## config.mk

```make
export PLATFORM = sky130hd
export DESIGN_NAME = adc_conv_ctrl
export DESIGN_NICKNAME = d
export VERILOG_FILES = /design/src/rtl/adc_conv_ctrl.sv
export SDC_FILE = /design/constraint.sdc
export NUM_CORES = 1
export LEC_CHECK = 0
export ABC_AREA = 1
export ABC_CLOCK_PERIOD_IN_PS = 1600
export CORE_ASPECT_RATIO = 0.8
export CORE_MARGIN = 4
export CORE_UTILIZATION = 49
export DETAILED_ROUTE_END_ITERATION = 8
export PLACE_DENSITY = 0.76
export SLEW_MARGIN = 20
export SYNTH_ARGS = -nofsm -noshare
export SYNTH_HDL_FRONTEND = slang
export SYNTH_SLANG_ARGS = --single-unit
```

## constraint.sdc

```tcl
create_clock -name clk -period 1.6 [get_ports clk]
set_clock_uncertainty 0.15 [all_clocks]
set_input_delay 0.24 -clock clk [delete_from_list [all_inputs] [get_ports clk]]
set_output_delay 0.24 -clock clk [all_outputs]
set_load 0.02 [all_outputs]
```

## src/rtl/adc_conv_ctrl.sv

```systemverilog
// Sample/convert/readout sequencer for an asynchronous SAR ADC, with a conversion timeout.
// Optional build macro ADC_THRESH_EN: conversions whose code is below `threshold` are discarded.
module adc_conv_ctrl #(
  parameter int ADCBITS    = 10,
  parameter int TSBITS     = 16,
  parameter int TIMEOUT    = 64,
  parameter int MIN_SAMPLE = 4
) (
  input  logic                      clk,
  input  logic                      reset_n,
  input  logic                      trigger,
  input  logic [7:0]                sample_cycles,
  input  logic                      adc_done,
  input  logic [ADCBITS-1:0]        adc_dout,
  output logic                      sample,
  output logic                      busy,
  output logic [TSBITS+ADCBITS:0]   data_out,
  output logic                      data_valid,
  input  logic                      data_ready,
`ifdef ADC_THRESH_EN
  input  logic [ADCBITS-1:0]        threshold,
  output logic [7:0]                discarded,
`endif
  output logic [7:0]                dropped
);

  // state     | meaning
  // IDLE      | waiting for a trigger rising edge
  // SAMPLE    | sample high, scnt counting down the track time
  // WAIT_DONE | conversion running, tcnt counting down to timeout
  // OUTPUT    | word presented, held until data_ready

  typedef enum logic [1:0] {IDLE, SAMPLE, WAIT_DONE, OUTPUT} state_t;

  localparam int TW = (TIMEOUT > 1) ? $clog2(TIMEOUT) : 1;
  localparam logic [TW-1:0] T_LOAD = TW'(TIMEOUT - 1);
  localparam logic [7:0]    MIN_S  = 8'(MIN_SAMPLE);

  state_t              state;
  logic [7:0]          scnt;
  logic [TW-1:0]       tcnt;
  logic [TSBITS-1:0]   timestamp;
  logic [TSBITS-1:0]   ts_cap;
  logic                trigger_d;
  logic                done_meta, done_s, done_s_d;
  logic                trig_rise, done_rise;
  logic [7:0]          s_load;

  assign trig_rise = trigger & ~trigger_d;
  assign done_rise = done_s & ~done_s_d;
  assign s_load    = (sample_cycles < MIN_S) ? MIN_S : sample_cycles;

  always_ff @(posedge clk or negedge reset_n) begin
    if (!reset_n) begin
      timestamp <= '0;
      trigger_d <= 1'b0;
      done_meta <= 1'b0;
      done_s    <= 1'b0;
      done_s_d  <= 1'b0;
    end else begin
      timestamp <= timestamp + TSBITS'(1);
      trigger_d <= trigger;
      done_meta <= adc_done;
      done_s    <= done_meta;
      done_s_d  <= done_s;
    end
  end

  always_ff @(posedge clk or negedge reset_n) begin
    if (!reset_n) begin
      state      <= IDLE;
      sample     <= 1'b0;
      busy       <= 1'b0;
      data_out   <= '0;
      data_valid <= 1'b0;
      dropped    <= '0;
      scnt       <= '0;
      tcnt       <= '0;
      ts_cap     <= '0;
`ifdef ADC_THRESH_EN
      discarded  <= '0;
`endif
    end else begin
      // The acceptance cycle is still OUTPUT, so a trigger there counts as dropped.
      if (trig_rise && state != IDLE && dropped != 8'hFF)
        dropped <= dropped + 8'd1;

      unique case (state)
        IDLE: begin
          if (trig_rise) begin
            ts_cap <= timestamp;
            scnt   <= s_load;
            sample <= 1'b1;
            busy   <= 1'b1;
            state  <= SAMPLE;
          end
        end
        SAMPLE: begin
          if (scnt == 8'd1) begin
            sample <= 1'b0;
            tcnt   <= T_LOAD;
            state  <= WAIT_DONE;
          end else begin
            scnt <= scnt - 8'd1;
          end
        end
        WAIT_DONE: begin
          // done_rise is checked first so it wins over a simultaneous timeout.
          if (done_rise) begin
`ifdef ADC_THRESH_EN
            if (adc_dout < threshold) begin
              busy  <= 1'b0;
              state <= IDLE;
              if (discarded != 8'hFF)
                discarded <= discarded + 8'd1;
            end else begin
              data_out   <= {1'b0, ts_cap, adc_dout};
              data_valid <= 1'b1;
              state      <= OUTPUT;
            end
`else
            data_out   <= {1'b0, ts_cap, adc_dout};
            data_valid <= 1'b1;
            state      <= OUTPUT;
`endif
          end else if (tcnt == '0) begin
            data_out   <= {1'b1, ts_cap, {ADCBITS{1'b0}}};
            data_valid <= 1'b1;
            state      <= OUTPUT;
          end else begin
            tcnt <= tcnt - TW'(1);
          end
        end
        OUTPUT: begin
          if (data_ready) begin
            data_valid <= 1'b0;
            busy       <= 1'b0;
            state      <= IDLE;
          end
        end
        default: begin
          state <= IDLE;
        end
      endcase
    end
  end

endmodule
```

==> results of run 1 <==
[worst max-delay path: stages (launching register included)]
cell and delay, ns:
dfrtp_2 0.49, inv_4 0.10, ha_4 0.17, nand4_1 0.16, buf_6 0.20, nand2_8 0.08, buf_12 0.14, nand2_1 0.06
nand2_1 0.05
[cell families after synthesis]
kind of cell	after synthesis
compound gates	37
xor+xnor	24
fa+ha+maj	10
buf+inv	61
flops	90
simple gates	275
[layout make-up]
cell class                      count  area, um^2
Clock buffer                        9         124
Sequential cell                    90        2260
Fill cell                         639        2720
Multi-Input combinational cell    347        2020
Timing Repair inverter              1        7.51
Timing Repair Buffer              104         968
Inverter                           47         195
Tap cell                          112         140
Clock inverter                      7        83.8
[repair_timing]
item,4_1_cts,5_1_grt
resized for setup,73,62
hold endpoints to repair,90,0
hold buffers,1,0
buffers inserted,6,4
endpoints found under the setup margin,99,72
pin swaps,1,11
gates cloned,3,0
[cells in the final DEF (no fill, tap or decap), drive strengths merged, types with 4 or more instances in the layout]
| cell type | n |
|---|---|
| clkbuf | 11 |
| nand4 | 5 |
| o21ai | 32 |
| nor3 | 5 |
| nor2 | 36 |
| nand3b | 4 |
| a21oi | 4 |
| dfrtp | 90 |
| xor2 | 21 |
| nand2 | 173 |
| clkinv | 4 |
| buf | 45 |
| inv | 49 |
| dlygate4sd2 | 35 |
| nand3 | 53 |
| clkdlybuf4s50 | 21 |
| ha | 10 |
[worst paths after layout]
| path | from | end | slack (ns) | cells after the start |
|---|---|---|---|---|
| max | state[0] | data_out[19] | -0.06 | 8 |
| min | adc_done | done_meta | 0.15 | 1 |
| max reg2reg | state[0] | data_out[19] | -0.06 | 8 |
| min reg2reg | done_meta | done_s | 0.21 | 0 |
| max in group asynchronous | reset_n | data_out[9] | 0.51 | 3 |
| min in group asynchronous | reset_n | timestamp[2] | 0.21 | 2 |
[sequential cells by signal, indices dropped and copies added (netlist names)]
register / count
data_out: 27
timestamp: 16
ts_cap: 16
dropped: 8
scnt: 8
tcnt: 6
state: 2
busy: 1
data_valid: 1
done_meta: 1
done_s: 1
done_s_d: 1
sample: 1
trigger_d: 1
[report_power, final]
group          leakage (nW)  switching, mW  internal [mW]
Clock                 0.105          0.935          0.627
Combinational          1.78           2.58           1.85
Sequential             1.15          0.531           2.87
Total                  3.03           4.04           5.34
[per-stage QoR]
stage / setup TNS [ns] / std cells / hold slack (ns) / utilization
2_1_floorplan: 0 / 497 / -0.206 / -
3_3_place_gp: -2.26 / 689 / 0.0164 / 0.617
6_report: -0.932 / 717 / 0.150 / 0.681
5_1_grt: -2.38 / 717 / 0.133 / 0.681
4_1_cts: -0.345 / 713 / 0.139 / 0.659
3_5_place_dp: -6.56 / 689 / 0.0153 / 0.617
[routing by layer]
layer	up-vias	GRT usage	share of wire
li1	1787	-	-
met1	1770	0.287	0.45
met2	119	0.318	0.48
met3	14	0.0534	0.058
met4	0	0.0541	0.012
met5	-	0	0
==> flow_summary.toml, run 1 <==
[outcome]
status = "finished with violations"
failed_checks = "setup timing"

[floorplanning]
rows = 30
ios = 61
dieArea_um2 = 10400
coreArea_um2 = 8520
start_util = 0.505
fp.dieH_um = 91.8
dieWidth_um = 113

[timing]
max_slew_margin = 0.768
setup_viol = 20
timing.final.ws_setup_ns = -0.0619
layout_min_cycle_time_ns = 1.66
fmax_mhz = 602
slew_violations = 0
rsz0062_at_grt = "yes"
worst_slew_pin_slew_ns = 0.348
fin_crit_sh = 1.04
hold_viol = 0

[setup_path]
crit_fanout = 8
crit_path_start_kind = "flop"
cp.required_ns = 1.77
cp-end-kind = "flop"
critPathKind = "reg -> reg"
cp_data_arrival_time_ns = 1.83

[detailed_routing]
drc = 0
viasPerCell = 5.15
ant_nets = 0
drt-wirelength-per-cell_um = 14.9
initialDrtViolationCount = 290
drt_pre_antenna_iters = 5
vias = 3690
wl_um = 10700

[placement]
place_ws_ns = -0.170
dp_hpwl_um = 6990
gp_congestion = 0.894
io_buffers = 60
dpl-instance-area_um2 = 5260

[clock_network]
cts_tree = "done"
root_buffer = "clkbuf_8"
cts_max_level = 3
cts-buffers-inserted = 9
insertion_delay_ns = 0.38
cts.path.max_buffers = 2
cts.sinks = 90
path_clk_slew_ns = 0.10

[min_path]
hold_path.class = "in -> reg"

[synthesis]
synth_compound_area_frac = 0.0480
synth_area_leaders = "dfrtp_1 52%, nand2_1 14%, nand3_1 5.8%"
yosysTopAreaCell = "dfrtp_1"
synthAdderAreaFrac = 0.0291
synth_async_sr_flop_share = 1.00
synthesis.nets = 530
synth_edf_count = 0
postSynthCellCount = 497
synthXorXnorAreaFrac = 0.0506
yosysSeqAreaShare = 0.523
ys_seq_elements = 90
avgSynthCellArea_um2 = 8.66
synth_top_family_by_area = "simple AND/OR/NAND/NOR gates"
synth_warnings = 0
syn_area_um2 = 4300
yosysMostFrequentCell = "nand2_1"
synth.area.mux_share = 0
synth_ff_type = "dfrtp_1"
synth_common_cells = "165 x nand2_1, 90 x dfrtp_1, 50 x nand3_1"
synthSimpleGateAreaFrac = 0.287
synthDominantCellAreaShare = 0.523
synthDistinctLibCells = 31

[global_route]
grt_start_max_net_pins = 31
grt_pass1_vias = 3456
grt_usage = 0.205
grt_pass1_wl_um = 16900
grt_overflow = 0
grt_antenna_before_repair = 0

[pwr]
leakage_nw = 3.03
ir_worst_vdd_v = 0.000922
powerDensity_nw_per_um2 = 1620
finalPower_mw = 9.38

[cells_and_area]
design_area_um2 = 5800
n_antenna_cell = 0
syn2layout_area_growth_pct = 34.8
layout-drive-gt1-share = 0.251
layout.nets = 633

[job]
maxCapViolations = 0
Power figures use the tool's default switching activity.
==> inputs of run 2 (changes only) <==
--- a/config.mk
+++ b/config.mk
@@ -11,7 +11,7 @@
 export CORE_MARGIN = 4
 export CORE_UTILIZATION = 49
 export DETAILED_ROUTE_END_ITERATION = 8
-export PLACE_DENSITY = 0.76
+export PLACE_DENSITY = 0.74
 export SLEW_MARGIN = 20
 export SYNTH_ARGS = -nofsm -noshare
 export SYNTH_HDL_FRONTEND = slang
==> constraint.sdc (replaced) <==
create_clock -name clk -period 1.6 [get_ports clk]
set_clock_uncertainty 0.15 [all_clocks]
set_input_delay 0.24 -clock clk [delete_from_list [all_inputs] [get_ports clk]]
set_output_delay 0.24 -clock clk [all_outputs]
set_load 0.01 [all_outputs]
==> run 2 against run 1 <==
Against the previous run: the run still ends with setup timing left; worst hold slack worse by 0.060 ns; via count shrank 2.8%; die area is the same; combinational power down 7.7%; core utilization is 1.6 points lower; largest cell class unchanged; largest power group unchanged; highest routed layer unchanged.
==> flow_summary.toml, run 2 (same netlist as run 1, synthesis figures left out) <==
[timing]
setup_viol = 3
fin_crit_sh = 1.01
holdWs_ns = 0.0904
setup_tns_ns = -0.0222
fmax_mhz = 621
rsz0062_at_grt = "yes"
layout_min_cycle_time_ns = 1.61
max_slew_margin = 0.801
worst_slew_pin_slew_ns = 0.298
hold_viol = 0
slew_violations = 0
timing.final.ws_setup_ns = -0.0105

[detailed_routing]
drt-wirelength-per-cell_um = 13.6
drt_pre_antenna_iters = 4
wl_um = 9760
drc = 0
ant_nets = 0
viasPerCell = 5.00
vias = 3587
initialDrtViolationCount = 226

[cells_and_area]
syn2layout_area_growth_pct = 31.6
top_regs = "data_out x27, timestamp x16, ts_cap x16"
n_antenna_cell = 0
largest_register = "data_out"
layout_commonest_cell = "nand2_1"
final_cell_mix = "155 x nand2_1, 90 x dfrtp_1, 49 x nand3_1"
n_fill_cell = 678
fin_cells = 718
layout-drive-gt1-share = 0.198
layout.nets = 634
largest_register_ffs = 27

[floorplanning]
fp.dieH_um = 91.8
dieWidth_um = 113
start_util = 0.505
rows = 30
ios = 61
dieArea_um2 = 10400
coreArea_um2 = 8520

[job]
maxCapViolations = 0

[global_route]
grt_antenna_before_repair = 0
grt_pass1_vias = 3391
grt_overflow = 0
grt_start_max_net_pins = 59
grt_pass1_wl_um = 16200
grt_usage = 0.191

[setup_path]
path_common_cell = "nand2_1"
worst-path-stages = 9
critPathKind = "reg -> reg"
crit_fanout = 5
crit_buf_inv = 3
cp_data_arrival_time_ns = 1.71
critPathMaxStageDelay_ns = 0.42
r2r_cells = 9
cp.required_ns = 1.70
cpLargestDelayFamily = "flip-flops"
critical_path.cell_chain = "buf_4, ha_4, inv_1, nor2_1, a21oi_1, buf_4, nand2_1, nand2_1, nand2_1"
crit_path_top_delay_cell = "dfrtp_1"
crit_path_start_kind = "flop"
cp-end-kind = "flop"

[pwr]
powerDensity_nw_per_um2 = 1600
ir_worst_vdd_v = 0.000972
leakage_nw = 2.94
finalPower_mw = 9.04

[clock_network]
path_clk_slew_ns = 0.09
cts-buffers-inserted = 9
insertion_delay_ns = 0.36
cts_max_level = 3
cts.path.max_buffers = 2
cts_tree = "done"
root_buffer = "clkbuf_8"
cts.sinks = 90

[placement]
gp_congestion = 0.873
io_buffers = 60
dp_hpwl_um = 6830
dp.cells = 690

[outcome]
status = "finished with violations"
failed_checks = "setup timing"

[min_path]
hold_path.class = "in -> async"
[run 2: changes by cell type in the layout (fill, tap and decap cells not counted), sizes merged]
| cell | delta |
|---|---|
| clkdlybuf4s15 | +2 |
| clkbuf | -2 |
| clkinv | -2 |
| inv | +1 |
| bufinv | +1 |
| dlygate4sd2 | +1 |
[run 2: final cells by class]
| type | count | area (um^2) | share of cell area |
|---|---|---|---|
| inverters | 47 | 193 | 0.0340 |
| clock inverters | 7 | 92.6 | 0.0163 |
| repair inverters | 1 | 7.51 | 0.00133 |
| repair buffers | 105 | 957 | 0.169 |
| well taps | 112 | 140 | 0.0247 |
| flip-flops and latches | 90 | 2250 | 0.398 |
| multi-input cells | 347 | 1900 | 0.335 |
| clock buffers | 9 | 124 | 0.0219 |
[run 2: repair_timing]
| item | CTS | global route |
|---|---|---|
| endpoints found under the setup margin | 95 | 67 |
| setup buffers | 7 | 2 |
| endpoints found under the hold margin | 90 | 0 |
| gates cloned | 1 | 1 |
| hold buffers | 1 | 0 |
| pin swaps | 0 | 9 |
| resized for setup | 48 | 42 |
[run 2: path summary, 6_finish.rpt]
kind	start	to	slack, ns
setup / recovery	state[1]	state[1]	-0.01
hold / removal	reset_n	scnt[1]	0.09
setup reg to reg	state[1]	state[1]	-0.01
hold reg to reg	done_meta	done_s	0.21
max in group asynchronous	reset_n	data_out[14]	0.71
min in group clk	adc_done	done_meta	0.16
[run 2: power breakdown]
part           switching (mW)  total, mW  internal [mW]
logic                    2.28       4.08           1.80
clock network           0.878       1.64          0.765
registers               0.461       3.32           2.86
total                    3.62       9.04           5.43
[run 2: per-layer routing]
metal  GRT usage  vias up  routed length [um]
met5           0        -                   0
met4      0.0410        0                 149
met3      0.0442       20                 623
met2       0.282      106                4260
met1       0.287     1686                4730
li1            -     1775                   -
[run 2: worst register-to-register path, cell delays in order, from the launching register on]
cell and delay [ns]:
dfrtp_1 0.42, buf_4 0.16, ha_4 0.17, inv_1 0.09
nor2_1 0.06, a21oi_1 0.13, buf_4 0.14, nand2_1 0.07
nand2_1 0.08, nand2_1 0.04
[run 2: per-stage QoR]
step,worst slack (ns),cell area [um^2],util
global route,-0.111,5660,0.665
finish,-0.0105,5660,0.665
detailed placement,-0.122,5260,0.617
global placement,-0.0549,5260,0.617
floorplan,0.0349,4300,-
CTS,0.0000637,5520,0.648
==> inputs of run 3 (changes only) <==
--- a/config.mk
+++ b/config.mk
@@ -8,8 +8,8 @@
 export ABC_AREA = 1
 export ABC_CLOCK_PERIOD_IN_PS = 1600
 export CORE_ASPECT_RATIO = 0.8
-export CORE_MARGIN = 4
 export CORE_UTILIZATION = 49
+export CTS_CLUSTER_SIZE = 25
 export DETAILED_ROUTE_END_ITERATION = 8
 export PLACE_DENSITY = 0.74
 export SLEW_MARGIN = 20
==> run 3 against run 2 <==
Against the previous run: clock power fell by 2%; die area fell by 12%; via count rose by 4.5%; first-iteration DRC count rose by 20%; total power rose by 7.4%; routed wire length rose by 12%; the run ends with DRC, setup timing left.
==> flow_summary.toml, run 3 (same netlist as run 1, synthesis figures left out) <==
[timing]
holdWs_ns = 0.143
setup_tns_ns = -0.292
slew_violations = 0
max_slew_margin = 0.806
timing.final.ws_setup_ns = -0.0868
setup_viol = 9
fin_crit_sh = 1.05
worst_slew_pin_slew_ns = 0.289
rsz0062_at_grt = "yes"
layout_min_cycle_time_ns = 1.69
hold_viol = 0
fmax_mhz = 593

[cells_and_area]
largest_register = "data_out"
layout.nets = 647
layout_commonest_cell = "nand2_1"
n_antenna_cell = 0
largest_register_ffs = 27
layout-drive-gt1-share = 0.242
top_regs = "data_out x27, timestamp x16, ts_cap x16"
n_fill_cell = 643
syn2layout_area_growth_pct = 37.7
final_util = 0.699
final_cell_mix = "151 x nand2_1, 89 x dfrtp_1, 48 x nand3_1"

[setup_path]
cp-end-kind = "flop"
critPathKind = "reg -> reg"
crit_path_end = "tcnt[0]"
r2r-start = "state[0]"
r2r_end = "tcnt[0]"
crit_path_start_kind = "flop"
cp_data_arrival_time_ns = 1.80
cp-startpoint = "state[0]"
crit_fanout = 5
r2r_slack_ns = -0.09
r2r_cells = 9
cp.required_ns = 1.71

[detailed_routing]
wl_um = 10900
drt_pre_antenna_iters = 7
ant_nets = 0
vias = 3748
drt-wirelength-per-cell_um = 14.9
viasPerCell = 5.13
drc = 2
initialDrtViolationCount = 271

[floorplanning]
rows = 30
fp.dieH_um = 85.8
ios = 61
start_util = 0.507
dieArea_um2 = 9160
coreArea_um2 = 8480
dieWidth_um = 107

[global_route]
grt_start_max_net_pins = 47
grt_pass1_vias = 3666
grt_antenna_before_repair = 0
grt_usage = 0.237
grt_overflow = 0
grt_pass1_wl_um = 17100

[job]
maxCapViolations = 0

[placement]
place_ws_ns = -0.122
io_buffers = 60
dp_hpwl_um = 7090
gp_congestion = 0.892

[outcome]
failed_checks = "DRC, setup timing"
status = "finished with violations"

[min_path]
hold_path.class = "in -> async"

[clock_network]
cts_max_level = 3
insertion_delay_ns = 0.36
path_clk_slew_ns = 0.09
cts_tree = "done"
cts-buffers-inserted = 9
cts.sinks = 90
root_buffer = "clkbuf_8"
cts.path.max_buffers = 2

[pwr]
comb_power_share = 0.492
p_clk_frac = 0.165
p_switching_mw = 3.89
finalPower_mw = 9.71
ir_worst_vdd_v = 0.00112
powerDensity_nw_per_um2 = 1640
p_seq_frac = 0.343
internal_power_mw = 5.82
leakage_nw = 3.02
swShare = 0.401
run 3: cell types whose count changed in the layout (fill, tap and decap cells not counted), moves of 5 or more:
cell / previous run / this run
o21ai_1: 8 / 15
buf_6: 7 / 13
o21ai_0: 17 / 11
nor2_1: 25 / 20
run 3: worst min-delay path by stage:
stage                     slack, ns         end
final                          0.14  dropped[3]
after global routing           0.15  dropped[4]
after CTS                      0.14     scnt[4]
after detailed placement      -0.02  dropped[3]
after global placement        -0.02  dropped[3]
after floorplan               -0.21        busy
run 3: stage by stage:
stage | instance area, um^2 | cells
final | 5930 | 731
after global routing | 5930 | 731
after CTS | 5550 | 718
after floorplan | 4300 | 497
after global placement | 5280 | 695
after detailed placement | 5280 | 695
run 3: critical path: stages (launching register included):
cell and delay (ns):
dfrtp_1 0.42, inv_2 0.10, ha_4 0.17, nand4_1 0.14, buf_6 0.17, buf_6 0.13
nand3b_4 0.12, inv_4 0.06, nand2_2 0.06, nand2_2 0.05
run 3: cell type report:
type,count,area [um^2],area share
Multi-Input combinational cell,347,2010,0.339
Clock buffer,10,138,0.0232
Timing Repair inverter,2,18.8,0.00317
Timing Repair Buffer,117,1100,0.186
Clock inverter,6,65.1,0.0110
Sequential cell,90,2250,0.380
Inverter,47,203,0.0342
Tap cell,112,140,0.0236
run 3: repair_timing:
action,in CTS,in global routing
gates resized for setup,58,89
hold buffers,1,0
endpoints found under the setup margin,83,75
hold endpoints to repair,90,0
buffers inserted,3,11
pin swaps,3,23
gates cloned,3,3
run 3: metal layers:
layer  wire, um  vias up  track usage
li1           -     1805            -
met1       4880     1805        0.327
met2       5230      115        0.382
met3        526       23       0.0494
met4        283        0       0.0672
met5          0        -            0
run 3: power groups by stage:
stage          Combinational [mW]  Sequential (mW)  Clock, mW
2_1_floorplan                2.14             3.42          0
3_3_place_gp                 3.82             3.30          0
3_5_place_dp                 3.99             3.33          0
4_1_cts                      4.04             3.28       1.62
5_1_grt                      5.25             3.41       1.72
6_report                     4.78             3.33       1.60
==> RTL change, RTL diff (flow settings as in run 1) <==
Re-encode `state_t` (4 states) as one-hot, 4 bits wide.
--- a/src/rtl/adc_conv_ctrl.sv
+++ b/src/rtl/adc_conv_ctrl.sv
@@ -30,7 +30,7 @@
   // WAIT_DONE | conversion running, tcnt counting down to timeout
   // OUTPUT    | word presented, held until data_ready
 
-  typedef enum logic [1:0] {IDLE, SAMPLE, WAIT_DONE, OUTPUT} state_t;
+  typedef enum logic [3:0] {IDLE = 4'b0001, SAMPLE = 4'b0010, WAIT_DONE = 4'b0100, OUTPUT = 4'b1000} state_t;
 
   localparam int TW = (TIMEOUT > 1) ? $clog2(TIMEOUT) : 1;
   localparam logic [TW-1:0] T_LOAD = TW'(TIMEOUT - 1);
Behaviour: no difference found for any inputs over 10 cycles, from zero or initial values and one cycle with reset_n low; not proved beyond that.
==> RTL change against run 1 <==
Core utilization fell by 3.2 points; first-iteration DRC count fell by 38%; area after synthesis fell by 1.1%; sequential cell count rose by 2; routed wire length fell by 9.9%; worst setup slack improved by 0.11 ns; critical path depth fell by 1; total power fell by 12%; cell area fell by 5.1%; largest cell class unchanged.
==> RTL change: results (changes against run 1) <==
Reg-to-reg slack, setup: 0.05 ns (+0.11 ns)
Met1 GRT Util: 27.77% (-0.88 points)
# resized after CTS: 50 (-32%)
Number of DRC markers in iteration 0: 180 (-38%)
Total GRT Usage: 19.69% (-0.78 points)
WHS: 0.1475 ns (-0.002807 ns)
Vias in the first global route: 3,491 (+1.0%)
Die Span X: 112.2 um (-0.51%)
Met3 WL: 346 um (-44%)
Final nets: 607 (-4.1%)
WL/cell: 13.85 um (-7.0%)
Outcome: complete, no violations
Synth top area cells: dfrtp_1, nand2_1, nand3_1, inv_1, xor2_1
Synth Net Count: 509 (-4.0%)
GP Congestion: 0.8855 (-0.98%)
Post CTS Setup Buffer Count: 2 (-4)
Via-to-Cell Ratio: 4.947 (-3.9%)
Data arrival, critical path: 1.67 ns (-0.16 ns)
Reg2reg start: state[0]$_DFFE_PN1P_
Crit path max fanout: 9 (+1)
Comb pwr share: 40.4% (-6.7 points)
Leak: 2.813 nW (-7.2%)
Largest net degree at the start of global routing: 93 (+200%)
Reg-to-Reg End: scnt[5]$_DFFE_PN0P_
Layout cells sized above 1: 19.73% (-5.4 points)
Adder-cell area share of the yosys netlist: 1.764% (-1.1 points)
Global-route wire length before repair: 16,440 um (-2.9%)
Filler Cells Inserted: 729 (+14%)
Met3 usage: 5.530% (+0.19 points)
Reg2Reg Depth: 7 (-1)
XOR/XNOR share of the synthesized area: 4.116% (-0.94 points)
VDD IR max: 0.7581 mV (-18%)
Drt pass-1 iters: 4 (-1)
## RTL change: changes by cell type in the layout (fill, tap and decap cells not counted), moves of 5 or more
cell,change
o21ai_1,+8
o21ai_0,-6
nor2_1,+7
nand3_1,-12
nand2_2,-13
buf_6,-6
a22o_1,+10
o21ai_2,-5
## RTL change: final cells by class
cell class / instances / area (um2) / share of cell area, %
sequential: 92 / 2308 / 41.94
multi-input combinational: 328 / 1793 / 32.58
timing repair buffer: 97 / 873.3 / 15.87
clock inverter: 7 / 72.57 / 1.318
inverter: 50 / 192.7 / 3.501
clock buffer: 9 / 123.9 / 2.251
tap: 112 / 140.1 / 2.546
## RTL change: worst max-delay path by stage
| stage | start | cells after the start | slack (ns) | endpoint |
|---|---|---|---|---|
| floorplan | dropped[0]$_DFFE_PN0P_ | 9 | 0.02 | dropped[6]$_DFFE_PN0P_ |
| global placement | trigger | 8 | -0.12 | dropped[2]$_DFFE_PN0P_ |
| detailed placement | trigger | 9 | -0.16 | dropped[6]$_DFFE_PN0P_ |
| CTS | state[1]$_DFFE_PN0P_ | 7 | 0.005 | tcnt[5]$_DFFE_PN0P_ |
| global route | state[2]$_DFFE_PN0P_ | 8 | -0.04 | ts_cap[6]$_DFFE_PN0P_ |
| finish | state[0]$_DFFE_PN1P_ | 7 | 0.05 | scnt[5]$_DFFE_PN0P_ |
## RTL change: through the flow
step	std cells	setup WS, ns	power [mW]
after CTS	690	0.004511	8.109
after detailed placement	671	-0.1607	6.614
after global routing	695	-0.03516	8.846
after floorplan	480	0.01513	5.216
after global placement	671	-0.1248	6.498
final	695	0.04522	8.266
## RTL change: critical path, cell delays in order (launching register included)
cell and delay [ns]:
dfstp_2 0.56, inv_2 0.07, nand2_2 0.08, nor2_4 0.06
buf_6 0.13, or2_2 0.28, nand3_2 0.07, nand2_1 0.05
